`config.mk`:
```
export PLATFORM = sky130hd
export DESIGN_NAME = usb_resp_sched
export DESIGN_NICKNAME = d
export VERILOG_FILES = /design/src/rtl/usb_bag_pkg.sv /design/src/rtl/resp_map.sv /design/src/rtl/usb_resp_sched.sv
export SDC_FILE = /design/constraint.sdc
export NUM_CORES = 1
export LEC_CHECK = 0
export BUFFER_PORTS_ARGS = -buffer_cell sky130_fd_sc_hd__buf_4
export CAP_MARGIN = 30
export CORE_ASPECT_RATIO = 0.8
export CORE_MARGIN = 2
export CORE_UTILIZATION = 31
export DETAILED_ROUTE_END_ITERATION = 8
export PLACE_DENSITY = 0.56
export SLEW_MARGIN = 10
export SYNTH_ARGS = -nofsm -noshare
export SYNTH_HDL_FRONTEND = slang
export SYNTH_SLANG_ARGS = --single-unit
```
`constraint.sdc`:
```
create_clock -name clk -period 2.3 [get_ports clk]
set_clock_uncertainty 0.15 [all_clocks]
set_input_delay 0.46 -clock clk [delete_from_list [all_inputs] [get_ports clk]]
set_output_delay 0.46 -clock clk [all_outputs]
set_load 0.05 [all_outputs]
```
`src/rtl/usb_bag_pkg.sv`:
```
// Shared bag-type codes, FSM state encoding and response descriptor for the
// usb response scheduler.
package usb_bag_pkg;

  localparam int BAG_INIT   = 0;
  localparam int BAG_DIDX   = 5;
  localparam int BAG_DPARAM = 6;
  localparam int BAG_DDIDX  = 7;
  localparam int BAG_DLINK  = 8;
  localparam int BAG_DTYPE  = 9;
  localparam int BAG_DTEMP  = 10;
  localparam int BAG_DHEAD  = 11;
  localparam int BAG_DATA0  = 13;
  localparam int BAG_DATA1  = 14;

  typedef enum logic [2:0] {
    ST_IDLE = 3'd0,
    ST_WAIT = 3'd1,
    ST_GAP  = 3'd2,
    ST_DISP = 3'd3,
    ST_REST = 3'd4,
    ST_PRE  = 3'd5,
    ST_SEND = 3'd6,
    ST_ERR  = 3'd7
  } state_t;

  // Reply descriptor produced by the response map.
  // data: reply is a data bag (long turnaround, returns to REST afterwards).
  typedef struct packed {
    logic valid;
    logic data;
    logic sets_link;
    logic sets_stream;
  } resp_flags_t;

endpackage

```
`src/rtl/resp_map.sv`:
```
// Maps a received bag type onto the reply bag type and its reply attributes.
module resp_map
  import usb_bag_pkg::*;
#(
  parameter int BTW = 4
) (
  input  logic [BTW-1:0] btype,
  output logic [BTW-1:0] reply,
  output resp_flags_t    flags
);

  // Pure decode; unknown types produce no reply.
  always_comb begin
    reply = BTW'(BAG_INIT);
    flags = '0;
    case (btype)
      BTW'(BAG_DLINK): begin
        reply           = BTW'(BAG_DIDX);
        flags.valid     = 1'b1;
        flags.sets_link = 1'b1;
      end
      BTW'(BAG_DTYPE): begin
        reply       = BTW'(BAG_DPARAM);
        flags.valid = 1'b1;
      end
      BTW'(BAG_DTEMP): begin
        reply       = BTW'(BAG_DDIDX);
        flags.valid = 1'b1;
        flags.data  = 1'b1;
      end
      BTW'(BAG_DATA0), BTW'(BAG_DATA1): begin
        reply             = BTW'(BAG_DDIDX);
        flags.valid       = 1'b1;
        flags.data        = 1'b1;
        flags.sets_stream = 1'b1;
      end
      default: ;
    endcase
  end

endmodule

```
`src/rtl/usb_resp_sched.sv`:
```
// USB-link response scheduler: answers decoded host bags after a turnaround,
// emits periodic data bags while streaming, and guards the send handshake
// with a timeout.
//
// state | meaning
// IDLE  | after reset, drops link, moves straight to WAIT
// WAIT  | waiting for a received bag (fs_read)
// GAP   | acknowledging the read (fd_read=1) until fs_read falls
// DISP  | decode the captured bag type and pick the reply
// REST  | after a data reply: period timer for unsolicited bags, still accepts reads
// PRE   | turnaround wait before raising fs_send
// SEND  | fs_send held until fd_send or timeout
// ERR   | send timed out: err_tout pulse, link and streaming dropped
module usb_resp_sched
  import usb_bag_pkg::*;
#(
  parameter int BTW    = 4,
  parameter int CNW    = 16,
  parameter int CWAIT  = 48,
  parameter int DWAIT  = 80,
  parameter int PERIOD = 6250,
  parameter int TOUT   = 65535
) (
  input  logic           clk,
  input  logic           rst,
  input  logic           fs_read,
  input  logic [BTW-1:0] read_btype,
  output logic           fd_read,
  output logic           fs_send,
  output logic [BTW-1:0] send_btype,
  input  logic           fd_send,
  input  logic           stream_en,
  output logic           link,
  output logic           streaming,
  output logic           err_tout,
  output logic [15:0]    pkt_cnt
);

  localparam int CMAX = (CNW >= 31) ? 32'h7fff_ffff : ((1 << CNW) - 1);

  if (BTW < 4 || CNW < 1 || CNW > 31 ||
      CWAIT < 1 || CWAIT > CMAX || DWAIT < 1 || DWAIT > CMAX ||
      PERIOD < 1 || PERIOD > CMAX || TOUT < 1 || TOUT > CMAX) begin : g_bad_param
    $error("usb_resp_sched: parameter does not fit the counter width");
  end

  localparam logic [CNW-1:0] CWAIT_C  = CNW'(CWAIT);
  localparam logic [CNW-1:0] DWAIT_C  = CNW'(DWAIT);
  localparam logic [CNW-1:0] PER_LAST = CNW'(PERIOD - 1);
  localparam logic [CNW-1:0] TO_LAST  = CNW'(TOUT - 1);

  state_t           state;
  logic [CNW-1:0]   cnt;
  logic [CNW-1:0]   wait_len;
  logic             data_rep;
  logic [BTW-1:0]   btype_q;
  logic [BTW-1:0]   map_reply;
  resp_flags_t      map_flags;

  resp_map #(.BTW(BTW)) u_resp_map (
    .btype (btype_q),
    .reply (map_reply),
    .flags (map_flags)
  );

  // Scheduler FSM with its shared wait/period/timeout counter and registered outputs.
  always_ff @(posedge clk or posedge rst) begin
    if (rst) begin
      state      <= ST_IDLE;
      cnt        <= '0;
      wait_len   <= '0;
      data_rep   <= 1'b0;
      btype_q    <= '0;
      fd_read    <= 1'b0;
      fs_send    <= 1'b0;
      send_btype <= BTW'(BAG_INIT);
      link       <= 1'b0;
      streaming  <= 1'b0;
      err_tout   <= 1'b0;
      pkt_cnt    <= '0;
    end else begin
      err_tout <= 1'b0;
      case (state)
        ST_IDLE: begin
          link  <= 1'b0;
          cnt   <= '0;
          state <= ST_WAIT;
        end
        ST_WAIT: begin
          if (fs_read) begin
            btype_q <= read_btype;
            fd_read <= 1'b1;
            cnt     <= '0;
            state   <= ST_GAP;
          end
        end
        ST_GAP: begin
          // Keep the latest type seen while the core still holds it valid.
          if (fs_read) begin
            btype_q <= read_btype;
          end else begin
            fd_read <= 1'b0;
            cnt     <= '0;
            state   <= ST_DISP;
          end
        end
        ST_DISP: begin
          cnt <= '0;
          if (map_flags.valid) begin
            send_btype <= map_reply;
            data_rep   <= map_flags.data;
            wait_len   <= map_flags.data ? DWAIT_C : CWAIT_C;
            if (map_flags.sets_link) begin
              link      <= 1'b1;
              streaming <= 1'b0;
            end
            if (map_flags.sets_stream) streaming <= 1'b1;
            state <= ST_PRE;
          end else begin
            state <= ST_REST;
          end
        end
        ST_PRE: begin
          if (cnt == wait_len - CNW'(1)) begin
            fs_send <= 1'b1;
            cnt     <= '0;
            state   <= ST_SEND;
          end else begin
            cnt <= cnt + CNW'(1);
          end
        end
        ST_SEND: begin
          // Completion beats a coincident timeout.
          if (fd_send) begin
            fs_send <= 1'b0;
            pkt_cnt <= pkt_cnt + 16'd1;
            cnt     <= '0;
            state   <= data_rep ? ST_REST : ST_WAIT;
          end else if (cnt == TO_LAST) begin
            fs_send   <= 1'b0;
            err_tout  <= 1'b1;
            link      <= 1'b0;
            streaming <= 1'b0;
            cnt       <= '0;
            state     <= ST_ERR;
          end else begin
            cnt <= cnt + CNW'(1);
          end
        end
        ST_ERR: begin
          cnt   <= '0;
          state <= ST_WAIT;
        end
        ST_REST: begin
          // Host traffic has priority over the unsolicited bag.
          if (fs_read) begin
            btype_q <= read_btype;
            fd_read <= 1'b1;
            cnt     <= '0;
            state   <= ST_GAP;
          end else if (cnt >= PER_LAST && link && streaming && stream_en) begin
            send_btype <= BTW'(BAG_DDIDX);
            data_rep   <= 1'b1;
            wait_len   <= DWAIT_C;
            cnt        <= '0;
            state      <= ST_PRE;
          end else if (cnt < PER_LAST) begin
            cnt <= cnt + CNW'(1);
          end
        end
        default: begin
          cnt   <= '0;
          state <= ST_IDLE;
        end
      endcase
    end
  end

endmodule
```
==> flow_metrics.py, run 1 <==
metrics = {
    "timing": {
        "worst_hold_slack_ns": 0.05292,
        "hold_viol_final": 0,
        "period_minus_slack_ns": 2.484,
        "slew_violations": 0,
        "fin_tns_setup_ns": -2.145,
        "fin_ws_ns": -0.1843,
        "rsz0062_at_grt": "true",
        "slew_headroom_pct": 65.33,
        "max_freq_mhz": 402.5,
        "fin_crit_sh_pct": 108.0,
        "finalSetupViolations": 17,
        "worst_pin_slew_ns": 0.5069,
    },
    "drt": {
        "drc_errors": 0,
        "wl_per_cell_um": 14.81,
        "postRouteAntennaNets": 0,
        "via_per_inst": 5.039,
        "drt_iter0_drc": 146,
        "dr.pass1.iters": 4,
        "num_vias": 2716,
        "wirelength_um": 7982,
    },
    "global_routing": {
        "grt_overflow": 0,
        "antenna_found_initial": 0,
        "grt_max_degree": 31,
        "grt_pass1_vias": 2628,
        "grt_pass1_wl_um": 13260,
        "track_usage_pct": 15.63,
    },
    "setup_path": {
        "critPathArrivalTime_ns": 2.51,
        "critical_path_class": "register to register",
        "crit_fanout": 13,
        "crit_family": "simple AND/OR/NAND/NOR gates",
        "start_kind": "register",
        "critPathMaxStageDelay_ns": 0.52,
        "critPathCaptureType": "register",
        "path_cells": "or4_1 > or3_1 > a221oi_2 > o211ai_2 > o21ai_4 > buf_12 > buf_4 > o21ai_2",
        "crit_slowest_cell": "or4_1",
        "worst-path-buf-inv": 2,
        "crit_required_ns": 2.33,
    },
    "place": {
        "place_congestion": 0.9454,
        "detailed_place_hpwl_um": 5948,
        "io_buffer_count": 32,
    },
    "logic_synthesis": {
        "synth.distinct_cells": 61,
        "synthTopCellsByArea": "dfrtp_1 41%, nand2_1 4.1%, xnor2_1 3.4%",
        "synth-seq-area-share_pct": 41.50,
        "synth_compound_area_share_pct": 18.23,
        "synthXorXnorAreaFrac_pct": 5.696,
        "syn_area_mm2": 0.003075,
        "synth.most_common_cell": "dfrtp_1",
        "ys_ff_latch": 51,
        "yosys.area_share.simple_pct": 22.62,
        "yosysTopAreaCellShare_pct": 41.50,
        "yosys-top-cells-count": "51 x dfrtp_1, 34 x nand2_1, 19 x a21oi_1",
        "yosysTopAreaCell": "dfrtp_1",
        "synth-edff-count": 0,
        "synth_cells": 328,
        "synthFlopType": "dfrtp_1",
        "syn_area_per_cell_um2": 9.376,
        "synth_fp_nets": 344,
        "synthAdderAreaFrac_pct": 2.848,
        "synth_mux_area_share_pct": 3.133,
        "yosysWarnings": 0,
        "synthArstFlopShare_pct": 100.0,
        "synth_top_family_by_area": "simple AND/OR/NAND/NOR gates",
    },
    "clock_network": {
        "cts.sinks": 51,
        "insertion_delay_ns": 0.29,
        "root_buffer": "clkbuf_16",
        "htree_levels": 2,
        "cts_made_buffers": 5,
        "cts_buffer_depth": 2,
        "path_clk_slew_ns": 0.07,
        "cts_tree": "yes",
    },
    "min_path": {
        "hold_path_class": "primary input to asynchronous set/reset pin",
    },
    "floorplan": {
        "dieArea_mm2": 0.01074,
        "start_util_pct": 31.87,
        "io_pins": 34,
        "core-area_mm2": 0.009649,
        "placementRows": 32,
        "die_width_um": 115.4,
        "die_h_um": 93.09,
    },
    "cells_and_area": {
        "drive_gt1_share_pct": 33.50,
        "nNetsFinal": 418,
        "diodes": 0,
        "syn2layout_area_growth_pct": 32.34,
        "fillCellCount": 944,
        "final_util_pct": 42.18,
    },
    "power": {
        "leakage_nw": 1.859,
        "clockPowerShare_pct": 41.2,
        "switching_share_pct": 24.08,
        "power.share.combinational_pct": 10.3,
        "p_int_w": 0.001419,
        "p_seq_share_pct": 48.5,
        "p_total_w": 0.001869,
        "ir_drop_uv": 288.4,
        "p_switching_w": 0.0004501,
        "pwr_density_cell_mw_per_mm2": 459.2,
    },
    "flow_run": {
        "max_cap_violations": 0,
    },
    "status": {
        "violations": "setup timing",
        "status": "finished with violations",
    },
}
state kept, by name, indices dropped and copies added (netlist names):
signal,count
err_tout,1
wait_len,3
cnt,16
fd_read,1
streaming,1
state,3
fs_send,1
btype_q,4
data_rep,1
pkt_cnt,16
link,1
send_btype,3
kinds of logic after synthesis:
kind of cell,after synthesis
xor+xnor,20
buf+inv,34
simple gates,130
fa+ha+maj,7
compound gates,76
flops,51
other cells,1
mux,9
timing repair:
item | in CTS | in global routing
hold buffers | 0 | 0
setup buffers | 0 | 4
pin swaps | 1 | 7
gates resized for setup | 5 | 14
setup endpoints to repair | 25 | 25
layout by cell type (no fill, tap or decap), drive strengths merged, types with 5 or more instances in the layout:
master	netlist	final
a2111oi	7	7
a211oi	6	6
a21oi	20	20
and3	7	7
buf	8	90
clkbuf	15	6
dfrtp	51	51
ha	7	7
inv	11	12
mux2	5	5
nand2	34	34
nand3	17	17
nand4	15	15
nor2	18	18
nor3	6	6
o21ai	17	17
o22ai	6	6
or3	5	5
xnor2	12	12
xor2	8	8
through the flow:
step	setup slack [ns]	instances	area [um^2]
finish	-0.1843	539	4070
global route	-0.2827	539	4070
CTS	-0.1963	536	3975
detailed placement	-0.1901	528	3797
global placement	-0.2127	528	3797
floorplan	-0.2250	328	3078
final cells by class:
type | count | area (um^2) | area share (%)
multi-input cells | 243 | 1702 | 41.81
inverters | 11 | 41.29 | 1.014
clock buffers | 6 | 138.9 | 3.412
clock inverters | 2 | 13.76 | 0.3381
well taps | 136 | 170.2 | 4.181
flip-flops and latches | 51 | 1276 | 31.36
repair buffers | 90 | 728.2 | 17.89
power by group through the flow:
stage                     Sequential (W)  Combinational (W)  Clock (W)
after CTS                       0.000907           0.000180   0.000797
after global placement          0.000924           0.000176          0
after detailed placement        0.000924           0.000178          0
after floorplan                 0.000932           0.000107          0
after global routing            0.000907           0.000211   0.000832
final                           0.000907           0.000193   0.000770
worst paths after layout:
kind,from,cells past startpoint,endpoint,slack [ns]
max,cnt[15],8,cnt[9],-0.18
max reg2reg,cnt[15],8,cnt[9],-0.18
max in group asynchronous,rst,3,cnt[5],1.40
min,rst,2,pkt_cnt[8],0.05
min reg2reg,pkt_cnt[15],1,pkt_cnt[15],0.33
min in group clk,read_btype[3],2,btype_q[3],0.25
per-layer routing:
metal | up-vias | global-route usage (%) | part of all wire [%]
met2 | 46 | 22.08 | 43
li1 | 1341 | - | -
met1 | 1323 | 24.54 | 52
met4 | 0 | 4.217 | 0.88
met3 | 6 | 2.268 | 3.5
met5 | - | 0 | 0
Note: power is estimated with default switching activity, not from simulation.
==> run 2: changes to the inputs <==
--- a/config.mk
+++ b/config.mk
@@ -5,6 +5,7 @@
 export SDC_FILE = /design/constraint.sdc
 export NUM_CORES = 1
 export LEC_CHECK = 0
+export ABC_AREA = 1
 export BUFFER_PORTS_ARGS = -buffer_cell sky130_fd_sc_hd__buf_4
 export CAP_MARGIN = 30
 export CORE_ASPECT_RATIO = 0.8
==> run 2 against run 1 <==
Against the previous run: the flow now finishes without violations; global-route usage shrank 1.9 points; maximum frequency grew 11%; core utilization down 4.1 points; routed wire length fell by 4.3%; via count grew 3.2%; clock power about the same; combinational power increased to 7.8 times the previous value; critical path depth is 7 higher; largest power group is now combinational logic; highest routed layer unchanged.
==> flow_metrics.py, run 2 <==
metrics = {
    "status": {
        "status": "finished clean",
    },
    "setup_path": {
        "critPathCaptureType": "register",
        "crit_fanout": 4,
        "crit_required_ns": 2.32,
        "start_kind": "register",
        "critical_path_class": "register to register",
        "critPathArrivalTime_ns": 2.25,
    },
    "cells_and_area": {
        "drive_gt1_share_pct": 26.27,
        "reg_top3": "cnt (16), pkt_cnt (16), btype_q (4)",
        "syn2layout_area_growth_pct": 18.55,
        "layout_common_cells": "106 x nand2_1, 51 x dfrtp_1, 50 x nor2_1",
        "multi_input_area_mm2": 0.001819,
        "fillCellCount": 1104,
        "seqCellArea_mm2": 0.001276,
        "layout.cells.non_filler": 612,
        "mostFrequentLayoutCell": "nand2_1",
        "diodes": 0,
        "nNetsFinal": 487,
    },
    "logic_synthesis": {
        "yosysTopAreaCellShare_pct": 38.46,
        "synth_fp_nets": 451,
        "yosysTopAreaCell": "dfrtp_1",
        "synthArstFlopShare_pct": 100.0,
        "synthTopCellsByArea": "dfrtp_1 38%, nand2_1 12%, nor2_1 5.8%",
        "ys_ff_latch": 51,
        "synthFlopType": "dfrtp_1",
        "synth-edff-count": 0,
        "synth_cells": 435,
        "syn_area_mm2": 0.003318,
        "yosys-top-cells-count": "108 x nand2_1, 51 x dfrtp_1, 51 x nor2_1",
        "synth.distinct_cells": 38,
        "syn_area_per_cell_um2": 7.628,
        "synth.most_common_cell": "nand2_1",
        "yosysWarnings": 0,
        "synth-seq-area-share_pct": 38.46,
    },
    "timing": {
        "max_freq_mhz": 447.2,
        "fin_tns_setup_ns": 0,
        "fin_crit_sh_pct": 97.22,
        "slew_violations": 0,
        "finalSetupViolations": 0,
        "slew_headroom_pct": 58.91,
        "worst_pin_slew_ns": 0.6148,
        "hold_viol_final": 0,
        "period_minus_slack_ns": 2.236,
        "fin_ws_ns": 0.06390,
        "rsz0062_at_grt": "true",
    },
    "floorplan": {
        "dieArea_mm2": 0.01155,
        "start_util_pct": 32.15,
        "placementRows": 33,
        "die_width_um": 119.7,
        "core-area_mm2": 0.01032,
        "die_h_um": 96.54,
        "io_pins": 34,
    },
    "place": {
        "place_congestion": 0.8609,
        "dp_slack_ns": 0.05112,
        "detailed_place_hpwl_um": 5409,
        "io_buffer_count": 32,
        "post-place-cells": 598,
    },
    "drt": {
        "via_per_inst": 4.578,
        "postRouteAntennaNets": 0,
        "dr.pass1.iters": 4,
        "drt_iter0_drc": 147,
        "wl_per_cell_um": 12.49,
        "drc_errors": 0,
        "wirelength_um": 7641,
        "num_vias": 2802,
    },
    "global_routing": {
        "track_usage_pct": 13.76,
        "antenna_found_initial": 0,
        "grt_overflow": 0,
        "grt_max_degree": 52,
        "grt_pass1_vias": 2665,
        "grt_pass1_wl_um": 12830,
    },
    "min_path": {
        "hold_path_class": "primary input to asynchronous set/reset pin",
    },
    "clock_network": {
        "cts_made_buffers": 5,
        "ctsHoldBuffers": 0,
        "path_clk_slew_ns": 0.08,
        "insertion_delay_ns": 0.29,
        "cts_buffer_depth": 2,
        "root_buffer": "clkbuf_16",
        "cts.sinks": 51,
        "htree_levels": 2,
        "cts_tree": "yes",
    },
    "power": {
        "ir_drop_uv": 479.0,
        "leakage_nw": 1.854,
        "pwr_density_cell_mw_per_mm2": 894.9,
    },
    "flow_run": {
        "max_cap_violations": 0,
    },
}
run 2: cell types whose count changed after synthesis, sizes merged, moves of 14 or more:
| cell | before | now |
|---|---|---|
| nand3 | 17 | 31 |
| nand2 | 34 | 128 |
| nor2 | 18 | 67 |
| inv | 11 | 53 |
| clkbuf | 15 | 0 |
run 2: layout make-up:
class                   instances  share of cell area (%)
clock buffers                   5                   3.181
clock inverters                 3                  0.6361
inverters                      54                   5.184
multi-input cells             320                   46.25
flip-flops and latches         51                   32.44
well taps                     140                   4.453
repair buffers                 39                   7.856
run 2: critical path, cell delays in order (launching register included):
cell,delay [ns]
dfrtp_1,0.38
inv_2,0.08
ha_4,0.17
ha_4,0.26
inv_2,0.03
nand2_1,0.05
nand2_1,0.04
nor2_1,0.08
nand2_1,0.06
nor2_1,0.12
nand2_2,0.09
a21oi_4,0.23
buf_4,0.17
nand2_4,0.07
nand2_1,0.07
o21ai_1,0.05
run 2: path summary, 6_finish.rpt:
path,start,to,slack (ns),depth (start not counted)
hold reg to reg,pkt_cnt[15],pkt_cnt[15],0.32,1
hold / removal,rst,cnt[8],0.07,3
min in group clk,fd_send,err_tout,0.25,2
setup / recovery,wait_len[4],cnt[13],0.06,15
setup reg to reg,wait_len[4],cnt[13],0.06,15
max in group asynchronous,rst,cnt[15],1.68,3
run 2: routing by layer:
| metal | global-route usage, % | routed length [um] | vias up |
|---|---|---|---|
| met2 | 21.00 | 3357 | 46 |
| met3 | 2.347 | 286 | 4 |
| met4 | 3.725 | 62 | 0 |
| met5 | 0 | 0 | - |
| met1 | 20.12 | 3935 | 1306 |
| li1 | - | - | 1446 |
run 2: logic make-up after synthesis:
logic type	count (synthesis)	synth area share, %
simple gates	246	35.71
buf+inv	66	8.786
flops	51	38.46
compound gates	41	8.145
xor+xnor	22	5.807
fa+ha+maj	7	2.639
other cells	1	0.1130
mux	1	0.3393
run 2: stage by stage:
| step | cell area (um^2) | power, W | hold slack, ns | utilization, % |
|---|---|---|---|---|
| detailed placement | 3681 | 0.002657 | 0.3209 | 35.66 |
| global placement | 3681 | 0.002637 | 0.3143 | 35.66 |
| global route | 3934 | 0.003786 | 0.09507 | 38.11 |
| floorplan | 3318 | 0.002335 | 0.3086 | - |
| CTS | 3831 | 0.003445 | 0.08138 | 37.12 |
| finish | 3934 | 0.003520 | 0.06569 | 38.11 |
run 2: where the power goes:
group | internal [W] | switching (W)
sequential | 0.00105 | 0.000183
clock | 0.000408 | 0.000364
combinational | 0.000467 | 0.00105
total | 0.00193 | 0.00159
run 2: timing repair:
action | CTS | global route
endpoints found under the setup margin | 0 | 23
resized for setup | 0 | 12
buffers inserted | 0 | 4
==> run 3: changes to the inputs <==
--- a/config.mk
+++ b/config.mk
@@ -11,8 +11,10 @@
 export CORE_ASPECT_RATIO = 0.8
 export CORE_MARGIN = 2
 export CORE_UTILIZATION = 31
+export CTS_CLUSTER_SIZE = 20
 export DETAILED_ROUTE_END_ITERATION = 8
 export PLACE_DENSITY = 0.56
+export REMOVE_ABC_BUFFERS = 1
 export SLEW_MARGIN = 10
 export SYNTH_ARGS = -nofsm -noshare
 export SYNTH_HDL_FRONTEND = slang
==> run 3 against run 2 <==
Against the previous run: via count rose by 3.0%; largest cell class unchanged; sequential cell count stayed put; sequential share of layout area down 0.55 points; first-iteration DRC count up 20%.
==> flow_metrics.py, run 3 (synthesized netlist as in run 2, its figures left out) <==
metrics = {
    "place": {
        "detailed_place_hpwl_um": 5787,
        "place_congestion": 0.8777,
        "placedInstanceArea_mm2": 0.003731,
        "post-place-cells": 603,
        "io_buffer_count": 32,
    },
    "clock_network": {
        "cts_made_buffers": 5,
        "htree_levels": 2,
        "path_clk_slew_ns": 0.08,
        "cts_tree": "yes",
        "root_buffer": "clkbuf_16",
        "insertion_delay_ns": 0.30,
        "ctsHoldBuffers": 0,
        "cts_buffer_depth": 2,
        "cts.sinks": 51,
    },
    "flow_run": {
        "max_cap_violations": 0,
    },
    "drt": {
        "dr.pass1.iters": 4,
        "postRouteAntennaNets": 0,
        "wirelength_um": 7809,
        "wl_per_cell_um": 12.66,
        "drc_errors": 0,
        "via_per_inst": 4.676,
        "num_vias": 2885,
        "drt_iter0_drc": 176,
    },
    "power": {
        "p_int_w": 0.002008,
        "leakage_nw": 1.892,
        "clockPowerShare_pct": 21.5,
        "switching_share_pct": 44.75,
        "p_seq_share_pct": 34.1,
        "power.share.combinational_pct": 44.4,
        "pwr_density_cell_mw_per_mm2": 908.3,
        "p_switching_w": 0.001627,
        "ir_drop_uv": 603.8,
    },
    "floorplan": {
        "die_h_um": 96.54,
        "placementRows": 33,
        "start_util_pct": 32.15,
        "dieArea_mm2": 0.01155,
        "io_pins": 34,
        "die_width_um": 119.7,
        "core-area_mm2": 0.01032,
    },
    "setup_path": {
        "crit_fanout": 5,
        "crit_required_ns": 2.39,
        "critical_path_class": "register to register",
        "start_kind": "register",
        "worst-path-buf-inv": 3,
        "path_cells": "inv_2 > ha_4 > ha_4 > inv_2 > nand2_2 > nand2_2 > nor2_2 > nand2_1 > nor2_1 > nand2_2 > a21oi_4 > buf_12 > nand2_8 > nor2_4 > nand2_1 > nand2_1",
        "crit_family": "simple AND/OR/NAND/NOR gates",
        "crit_slowest_cell": "dfrtp_1",
        "critPathCaptureType": "register",
        "critPathMaxStageDelay_ns": 0.39,
        "critPathArrivalTime_ns": 2.31,
    },
    "timing": {
        "worst_hold_slack_ns": 0.03868,
        "finalSetupViolations": 0,
        "hold_viol_final": 0,
        "slew_headroom_pct": 62.95,
        "max_freq_mhz": 449.0,
        "period_minus_slack_ns": 2.227,
        "fin_crit_sh_pct": 96.83,
        "slew_violations": 0,
        "rsz0062_at_grt": "true",
        "worst_pin_slew_ns": 0.5544,
    },
    "cells_and_area": {
        "fillCellCount": 1103,
        "layout.cells.non_filler": 617,
        "diodes": 0,
        "nNetsFinal": 492,
        "syn2layout_area_growth_pct": 20.59,
        "reg_top3": "cnt (16), pkt_cnt (16), btype_q (4)",
        "layout_common_cells": "104 x nand2_1, 51 x dfrtp_1, 50 x nor2_1",
        "final_util_pct": 38.76,
        "drive_gt1_share_pct": 27.46,
        "fin_area_mm2": 0.004001,
        "mostFrequentLayoutCell": "nand2_1",
    },
    "global_routing": {
        "antenna_found_initial": 0,
        "grt_pass1_vias": 2686,
        "track_usage_pct": 14.08,
        "grt_overflow": 0,
        "grt_max_degree": 24,
        "grt_pass1_wl_um": 13020,
    },
    "min_path": {
        "hold_path_class": "primary input to asynchronous set/reset pin",
    },
    "status": {
        "status": "finished clean",
    },
}
[run 3: worst reg2reg max path: cells and delay by family, from the launching register on]
family | cells | cell delay [ns]
AND/OR/NAND/NOR | 10 | 0.76
flip-flops | 1 | 0.39
AO/OA/AOI/OAI | 1 | 0.18
adder cells (fa/ha/maj) | 2 | 0.42
buffers and inverters | 3 | 0.25
[run 3: stage by stage]
| stage | setup WS (ns) | TNS [ns] | total power (W) |
|---|---|---|---|
| after floorplan | 0.2781 | 0 | 0.002265 |
| after global placement | 0.1447 | 0 | 0.002703 |
| after detailed placement | 0.03295 | 0 | 0.002727 |
| after CTS | 0.004025 | 0 | 0.003544 |
| after global routing | -0.09406 | -0.7386 | 0.003900 |
| final | 0.07287 | 0 | 0.003634 |
[run 3: final timing paths]
check / from / end / slack [ns] / cells after the start
max: wait_len[4] / state[0] / 0.07 / 16
min: rst / wait_len[4] / 0.04 / 2
max reg2reg: wait_len[4] / state[0] / 0.07 / 16
min reg2reg: pkt_cnt[15] / pkt_cnt[15] / 0.32 / 1
max in group asynchronous: rst / pkt_cnt[13] / 1.37 / 3
min in group clk: read_btype[2] / btype_q[2] / 0.24 / 2
[run 3: final cells by class]
| class | count | area, um^2 | share of cell area [%] |
|---|---|---|---|
| clock buffer | 5 | 125.1 | 3.127 |
| clock inverter | 3 | 28.78 | 0.7192 |
| inverter | 54 | 203.9 | 5.097 |
| multi-input combinational | 320 | 1824 | 45.59 |
| sequential | 51 | 1276 | 31.89 |
| tap | 140 | 175.2 | 4.378 |
| timing repair buffer | 44 | 367.9 | 9.193 |
[run 3: power groups by stage]
stage	Clock, W	Combinational, W	Sequential [W]
after CTS	0.000809	0.00149	0.00124
final	0.000781	0.00162	0.00124
after global placement	0	0.00145	0.00125
after global routing	0.000844	0.00179	0.00126
after floorplan	0	0.000817	0.00145
after detailed placement	0	0.00147	0.00126
[run 3: routing by layer]
| layer | wire, um | up-vias | GRT usage (%) |
|---|---|---|---|
| met5 | 0 | - | 0 |
| met4 | 86 | 0 | 4.020 |
| met3 | 427 | 7 | 3.052 |
| met2 | 3462 | 79 | 21.86 |
| met1 | 3832 | 1336 | 19.83 |
| li1 | - | 1463 | - |
[run 3: timing repair]
action	CTS	global route
buffers inserted	0	4
resized for setup	1	12
cloned	0	2
pin swaps	0	13
endpoints found under the setup margin	2	18
